==> src/rtl/decode_pkg.sv <==
// decode_pkg: shared types for the RV32I decode stage.
// Opcodes, ALU op / immediate format enums, control and ID/EX bundles.
package decode_pkg;

    localparam int XLEN     = 32;
    localparam int NUM_REGS = 32;

    localparam logic [6:0] OPC_LUI    = 7'b0110111;
    localparam logic [6:0] OPC_AUIPC  = 7'b0010111;
    localparam logic [6:0] OPC_JAL    = 7'b1101111;
    localparam logic [6:0] OPC_JALR   = 7'b1100111;
    localparam logic [6:0] OPC_BRANCH = 7'b1100011;
    localparam logic [6:0] OPC_LOAD   = 7'b0000011;
    localparam logic [6:0] OPC_STORE  = 7'b0100011;
    localparam logic [6:0] OPC_OP_IMM = 7'b0010011;
    localparam logic [6:0] OPC_OP     = 7'b0110011;

    localparam logic [1:0] WB_ALU = 2'd0;
    localparam logic [1:0] WB_MEM = 2'd1;
    localparam logic [1:0] WB_PC4 = 2'd2;

    typedef enum logic [3:0] {
        ALU_ADD, ALU_SUB, ALU_SLL, ALU_SLT, ALU_SLTU, ALU_XOR,
        ALU_SRL, ALU_SRA, ALU_OR, ALU_AND, ALU_PASSB
    } alu_op_e;

    typedef enum logic [2:0] {
        IMM_I, IMM_S, IMM_B, IMM_U, IMM_J
    } imm_fmt_e;

    typedef struct packed {
        logic       reg_write;
        logic       mem_read;
        logic       mem_write;
        logic       branch;
        logic       jump;
        logic       alu_src_imm;
        logic [1:0] wb_sel;
    } ctrl_t;

    typedef struct packed {
        logic            valid;
        logic [XLEN-1:0] pc;
        logic [XLEN-1:0] rs1_data;
        logic [XLEN-1:0] rs2_data;
        logic [XLEN-1:0] imm;
        logic [4:0]      rs1;
        logic [4:0]      rs2;
        logic [4:0]      rd;
        alu_op_e         alu_op;
        ctrl_t           ctrl;
        logic            illegal;
    } id_ex_t;

    function automatic logic [31:0] gen_imm(input logic [31:0] i,
                                            input imm_fmt_e fmt);
        logic [31:0] r;
        case (fmt)
            IMM_S:   r = {{20{i[31]}}, i[31:25], i[11:7]};
            IMM_B:   r = {{19{i[31]}}, i[31], i[7], i[30:25], i[11:8], 1'b0};
            IMM_U:   r = {i[31:12], 12'b0};
            IMM_J:   r = {{11{i[31]}}, i[31], i[19:12], i[20], i[30:21], 1'b0};
            default: r = {{20{i[31]}}, i[31:20]};
        endcase
        return r;
    endfunction

    // alt selects SUB/SRA; callers decide when instr[30] is meaningful
    function automatic alu_op_e alu_from_f3(input logic [2:0] f3,
                                            input logic alt);
        alu_op_e op;
        case (f3)
            3'b000:  op = alt ? ALU_SUB : ALU_ADD;
            3'b001:  op = ALU_SLL;
            3'b010:  op = ALU_SLT;
            3'b011:  op = ALU_SLTU;
            3'b100:  op = ALU_XOR;
            3'b101:  op = alt ? ALU_SRA : ALU_SRL;
            3'b110:  op = ALU_OR;
            default: op = ALU_AND;
        endcase
        return op;
    endfunction

endpackage

==> src/rtl/decode_regfile.sv <==
// decode_regfile: 2R1W architectural register file, x0 reads zero.
// WB_BYPASS_EN forwards a same-cycle writeback to a matching read port.
module decode_regfile
    import decode_pkg::*;
(
    input  logic            clk,
    input  logic            reset,
    input  logic [4:0]      rs1_addr,
    input  logic [4:0]      rs2_addr,
    input  logic            wb_en,
    input  logic [4:0]      wb_rd,
    input  logic [XLEN-1:0] wb_data,
    output logic [XLEN-1:0] rs1_data,
    output logic [XLEN-1:0] rs2_data
);

    logic [XLEN-1:0] regs [NUM_REGS];
    logic            wr;

    assign wr = wb_en && (wb_rd != 5'd0);

    always_ff @(posedge clk or posedge reset) begin
        if (reset) begin
            for (int i = 0; i < NUM_REGS; i++) regs[i] <= '0;
        end else if (wr) begin
            regs[wb_rd] <= wb_data;
        end
    end

    always_comb begin
        rs1_data = (rs1_addr == 5'd0) ? '0 : regs[rs1_addr];
        rs2_data = (rs2_addr == 5'd0) ? '0 : regs[rs2_addr];
`ifdef WB_BYPASS_EN
        if (wr && wb_rd == rs1_addr) rs1_data = wb_data;
        if (wr && wb_rd == rs2_addr) rs2_data = wb_data;
`endif
    end

endmodule

==> src/rtl/decode.sv <==
// decode: RV32I decode stage, register file read and ID/EX register.
// Optional macro WB_BYPASS_EN enables same-cycle writeback bypass.
module decode
    import decode_pkg::*;
(
    input  logic        clk,
    input  logic        reset,
    input  logic [31:0] instr_in,
    input  logic [31:0] pc_in,
    input  logic        valid_in,
    input  logic        stall,
    input  logic        flush,
    input  logic        wb_en,
    input  logic [4:0]  wb_rd,
    input  logic [31:0] wb_data,
    output logic        valid_out,
    output logic [31:0] pc_out,
    output logic [31:0] rs1_data,
    output logic [31:0] rs2_data,
    output logic [31:0] imm,
    output logic [4:0]  rs1,
    output logic [4:0]  rs2,
    output logic [4:0]  rd,
    output alu_op_e     alu_op,
    output ctrl_t       ctrl,
    output logic        illegal
);

    logic [6:0]  opcode;
    logic [2:0]  f3;
    logic [6:0]  f7;
    logic [31:0] rd1;
    logic [31:0] rd2;
    logic        live;
    logic        f7_ok;
    ctrl_t       d_ctrl;
    alu_op_e     d_alu;
    imm_fmt_e    d_fmt;
    logic        d_ill;
    id_ex_t      d;
    id_ex_t      q;

    assign opcode = instr_in[6:0];
    assign f3     = instr_in[14:12];
    assign f7     = instr_in[31:25];
    // an all-zero word is the fetch bubble, never a real instruction
    assign live   = valid_in && (instr_in != 32'd0);
    assign f7_ok  = (f7 == 7'b0000000) ||
                    (f7 == 7'b0100000 && (f3 == 3'b000 || f3 == 3'b101));

    decode_regfile u_rf (
        .clk      (clk),
        .reset    (reset),
        .rs1_addr (instr_in[19:15]),
        .rs2_addr (instr_in[24:20]),
        .wb_en    (wb_en),
        .wb_rd    (wb_rd),
        .wb_data  (wb_data),
        .rs1_data (rd1),
        .rs2_data (rd2)
    );

    always_comb begin
        d_ctrl = '0;
        d_alu  = ALU_ADD;
        d_fmt  = IMM_I;
        d_ill  = 1'b0;
        unique case (1'b1)
            (opcode == OPC_LUI): begin
                d_fmt = IMM_U;
                d_alu = ALU_PASSB;
                d_ctrl.reg_write   = 1'b1;
                d_ctrl.alu_src_imm = 1'b1;
            end
            (opcode == OPC_AUIPC): begin
                d_fmt = IMM_U;
                d_ctrl.reg_write   = 1'b1;
                d_ctrl.alu_src_imm = 1'b1;
            end
            (opcode == OPC_JAL): begin
                d_fmt = IMM_J;
                d_ctrl.reg_write = 1'b1;
                d_ctrl.jump      = 1'b1;
                d_ctrl.wb_sel    = WB_PC4;
            end
            (opcode == OPC_JALR): begin
                d_ctrl.reg_write   = 1'b1;
                d_ctrl.jump        = 1'b1;
                d_ctrl.alu_src_imm = 1'b1;
                d_ctrl.wb_sel      = WB_PC4;
            end
            (opcode == OPC_BRANCH): begin
                d_fmt = IMM_B;
                d_alu = ALU_SUB;
                d_ctrl.branch = 1'b1;
            end
            (opcode == OPC_LOAD): begin
                d_ctrl.reg_write   = 1'b1;
                d_ctrl.mem_read    = 1'b1;
                d_ctrl.alu_src_imm = 1'b1;
                d_ctrl.wb_sel      = WB_MEM;
            end
            (opcode == OPC_STORE): begin
                d_fmt = IMM_S;
                d_ctrl.mem_write   = 1'b1;
                d_ctrl.alu_src_imm = 1'b1;
            end
            (opcode == OPC_OP_IMM): begin
                d_alu = alu_from_f3(f3, f3 == 3'b101 && instr_in[30]);
                d_ctrl.reg_write   = 1'b1;
                d_ctrl.alu_src_imm = 1'b1;
            end
            (opcode == OPC_OP): begin
                if (f7_ok) begin
                    d_alu = alu_from_f3(f3, instr_in[30]);
                    d_ctrl.reg_write = 1'b1;
                end else begin
                    d_ill = 1'b1;
                end
            end
            default: d_ill = 1'b1;
        endcase
    end

    always_comb begin
        d          = '0;
        d.valid    = live;
        d.pc       = pc_in;
        d.rs1_data = rd1;
        d.rs2_data = rd2;
        d.imm      = gen_imm(instr_in, d_fmt);
        d.rs1      = instr_in[19:15];
        d.rs2      = instr_in[24:20];
        d.rd       = instr_in[11:7];
        d.alu_op   = d_alu;
        d.ctrl     = live ? d_ctrl : '0;
        d.illegal  = live && d_ill;
    end

    always_ff @(posedge clk or posedge reset) begin
        if (reset) begin
            q <= '0;
        end else if (flush) begin
            q <= '0;
        end else if (!stall) begin
            q <= d;
        end
    end

    assign valid_out = q.valid;
    assign pc_out    = q.pc;
    assign rs1_data  = q.rs1_data;
    assign rs2_data  = q.rs2_data;
    assign imm       = q.imm;
    assign rs1       = q.rs1;
    assign rs2       = q.rs2;
    assign rd        = q.rd;
    assign alu_op    = q.alu_op;
    assign ctrl      = q.ctrl;
    assign illegal   = q.illegal;

endmodule
==> config.mk <==
export PLATFORM = sky130hd
export DESIGN_NAME = decode
export DESIGN_NICKNAME = d
export VERILOG_FILES = /design/src/rtl/decode_pkg.sv /design/src/rtl/decode_regfile.sv /design/src/rtl/decode.sv
export SDC_FILE = /design/constraint.sdc
export NUM_CORES = 2
export LEC_CHECK = 0
export CORE_ASPECT_RATIO = 0.6
export CORE_MARGIN = 1.5
export CORE_UTILIZATION = 32
export CTS_CLUSTER_SIZE = 28
export DETAILED_ROUTE_END_ITERATION = 10
export HOLD_SLACK_MARGIN = 0.06
export PLACE_DENSITY_LB_ADDON = 0.12
export SKIP_LAST_GASP = 1
export SYNTH_ARGS = -nofsm -noshare
export SYNTH_HDL_FRONTEND = slang
export SYNTH_SLANG_ARGS = --single-unit
export TNS_END_PERCENT = 5
==> constraint.sdc <==
create_clock -name clk -period 52.3 [get_ports clk]
set_clock_uncertainty 0.1 [all_clocks]
set_input_delay 15.69 -clock clk [delete_from_list [all_inputs] [get_ports clk]]
set_output_delay 15.69 -clock clk [all_outputs]
set_load 0.005 [all_outputs]
==> flow_metrics.tcl <==
set metrics [dict create \
    status "complete, no violations" \
    nNetsFinal 4323 \
    critPathMaxFanout 82 \
    routed_wl_mm 224 \
    avgRoutedWirePerCell_um 33.0 \
    p_leak_nw 30.1 \
    cts_buffers 140 \
    ys_seq_elements 1180 \
    synth_top_family_by_area "multiplexers" \
    start_kind "input port" \
    crit_type "in -> reg" \
    drt_iter0_markers 3059 \
    grt_pass1_wl_mm 321 \
    drt_pre_antenna_iters 5 \
    synth.net_count 4293 \
    clk_latency_ns 0.81 \
    die-width_um 564 \
    antenna_found_initial 11 \
    clock-sinks 1180 \
    synth_adder_area_share_pct 0 \
    reg2reg_depth 4 \
    cts_hold_buffers 0 \
    grt.overflow.total 0 \
    grt_start_max_net_pins 151 \
    gr-usage-met1_pct 35.8 \
    syn_area_um2 60500 \
    gp_congestion 0.762 \
    worst_pin_slew_ns 1.26 \
    cts-root-buf "clkbuf_16" \
    post_cts_buffers 0 \
    max_cap_viol_count 0 \
    worstPathRequired_ns 52.85 \
    fin_crit_sh_pct 36.0 \
    synthTopCellsByArea "dfrtp_1, mux2_2, mux4_2" \
    worstHoldPathCells 0 \
    synth.top_cells.by_count "dfrtp_1, mux2_2, mux4_2" \
    antenna_left 0 \
    synth_ff_type "dfrtp_1" \
    multi_input_area_um2 29400 \
    cts_tree "yes" \
    yosysTopAreaCellShare_pct 48.8 \
    syn-mean-instance-area_um2 14.5 \
    synthMuxAreaShare_pct 39.6 \
    synthSimpleGateAreaFrac_pct 3.45 \
    htree_levels 4 \
    synth_xor_area_share_pct 0.0290 \
    core_area_um2 188000 \
    synth_edf_count 0 \
    yosysMostFrequentCell "dfrtp_1" \
    row_count 123 \
    synth_cells 4186 \
    relSlewSlack_pct 15.5 \
    yosys_warnings 0 \
    utilization_pct 37.3 \
    setup_viol 0 \
    synth_compound_area_share_pct 4.99 \
    pin_count 264 \
    avgViaCountPerCell 5.71 \
    max_freq_mhz 53.2 \
    grt.met2_usage_pct 34.8 \
    crit_path_end_kind "flip-flop" \
    hpwl_mm 124 \
    vias 38900 \
    grt_busiest_layer "met1" \
    initial_utilization_pct 32.2 \
    worstHoldPathType "reg -> reg" \
    yosysSeqAreaShare_pct 48.8 \
    ff_latch_area_um2 29500 \
    ys_types 47 \
    area_growth_pct 15.6 \
    synth_top_cell_by_area "dfrtp_1" \
    grt_pass1_vias 39800 \
    async_flop_share_pct 100 \
    cts_max_path_buffers 4 \
    fillCellCount 17800 \
    fin_crit_ns 18.80 \
    post_cts_resized 0 \
    hold-worst-slack_ns 0.291 \
    rsz0062_at_grt "false" \
    grtUsageTotal_pct 23.4 \
    finalMaxSlewViolations 0 \
    tns_ns 0 \
    die_h_um 340 \
    grtUsageMet3_pct 3.39 \
    port_buffers 263 \
    power_density_nw_per_um2 38.0 \
    hold_viol_final 0 \
    ir_drop_mv 0.0204 \
    layout-drive-gt1-share_pct 41.8 \
    worstPathArrival_ns 19.35 \
    die_area_um2 192000 \
    path_clk_slew_ns 0.06 \
    route.detailed.drc 0 \
]
==> layer usage <==
layer | up-vias | part of all wire (%)
met5 | - | 0
met4 | 0 | 2.3
met3 | 276 | 4.4
met2 | 999 | 44
met1 | 21500 | 49
li1 | 16100 | -
==> registers in the layout, indices dropped and copies added, names as in the netlist <==
register	flops
u_rf.regs	1024
imm	32
pc_out	32
rs1_data	32
rs2_data	32
ctrl	7
rd	5
rs1	5
rs2	5
alu_op	4
illegal	1
valid_out	1
==> stage by stage <==
| step | total power, mW | setup slack [ns] | cell area, um^2 | std cells |
|---|---|---|---|---|
| floorplan | 1.53 | 3.27 | 60500 | 4186 |
| global placement | 1.68 | 32.59 | 65400 | 6574 |
| detailed placement | 1.69 | 32.60 | 65400 | 6574 |
| CTS | 2.69 | 33.45 | 69900 | 6807 |
| finish | 2.66 | 33.50 | 69900 | 6809 |
| global route | 2.78 | 33.17 | 69900 | 6808 |
==> layout by cell type, fill, tap and decap left out, drive strengths merged, types with 65 or more instances in the layout <==
cell	count
dfrtp	1180
mux2	992
mux4	448
mux2i	272
clkdlybuf4s50	252
clkbuf	202
nand2	134
a211oi	125
nor2	98
buf	98
nor2b	71
o22ai	65
==> path summary, 6_finish.rpt <==
| path | start | endpoint | slack [ns] |
|---|---|---|---|
| worst max-delay path | instr_in[20] | rs2_data[9]$_DFFE_PP0P_ | 33.50 |
| worst max register to register | u_rf.regs[546]$_DFFE_PP0P_ | rs2_data[2]$_DFFE_PP0P_ | 50.33 |
| worst min register to register | u_rf.regs[1003]$_DFFE_PP0P_ | u_rf.regs[1003]$_DFFE_PP0P_ | 0.29 |
| max in group asynchronous | reset | pc_out[7]$_DFFE_PP0P_ | 33.86 |
| worst min-delay path | u_rf.regs[1003]$_DFFE_PP0P_ | u_rf.regs[1003]$_DFFE_PP0P_ | 0.29 |
| min in group asynchronous | reset | u_rf.regs[438]$_DFFE_PP0P_ | 15.33 |
==> layout make-up <==
cell class | count | area share [%]
Clock buffer | 202 | 5.90
Tap cell | 2500 | 4.47
Antenna cell | 2 | 0.00716
Multi-Input combinational cell | 2539 | 42.0
Clock inverter | 31 | 0.499
Timing Repair Buffer | 350 | 4.85
Inverter | 5 | 0.0376
Sequential cell | 1180 | 42.2
==> power by group <==
group	switching, mW	total [mW]	internal, mW	leakage (nW)
registers	0.117	1.19	1.07	15.3
clock network	0.407	0.987	0.580	2.21
logic	0.198	0.485	0.287	12.7
total	0.723	2.66	1.94	30.1
==> kinds of logic (layout without fill, tap and decap cells) <==
logic type	Yosys count	after routing
multiplexers	1712	1712
flip-flops	1180	1180
buffers and inverters	467	588
AND/OR/NAND/NOR	424	424
AO/OA/AOI/OAI	401	401
XOR/XNOR	2	2
other	0	2
==> worst max-delay path, stage by stage <==
cell and delay [ns]:
buf_8 0.62, buf_12 0.66, buf_4 0.83, mux4_2 0.59, nor2b_1 0.14, a211oi_1 0.29
a211oi_1 0.08, a211o_1 0.27
Power figures use the tool's default switching activity.
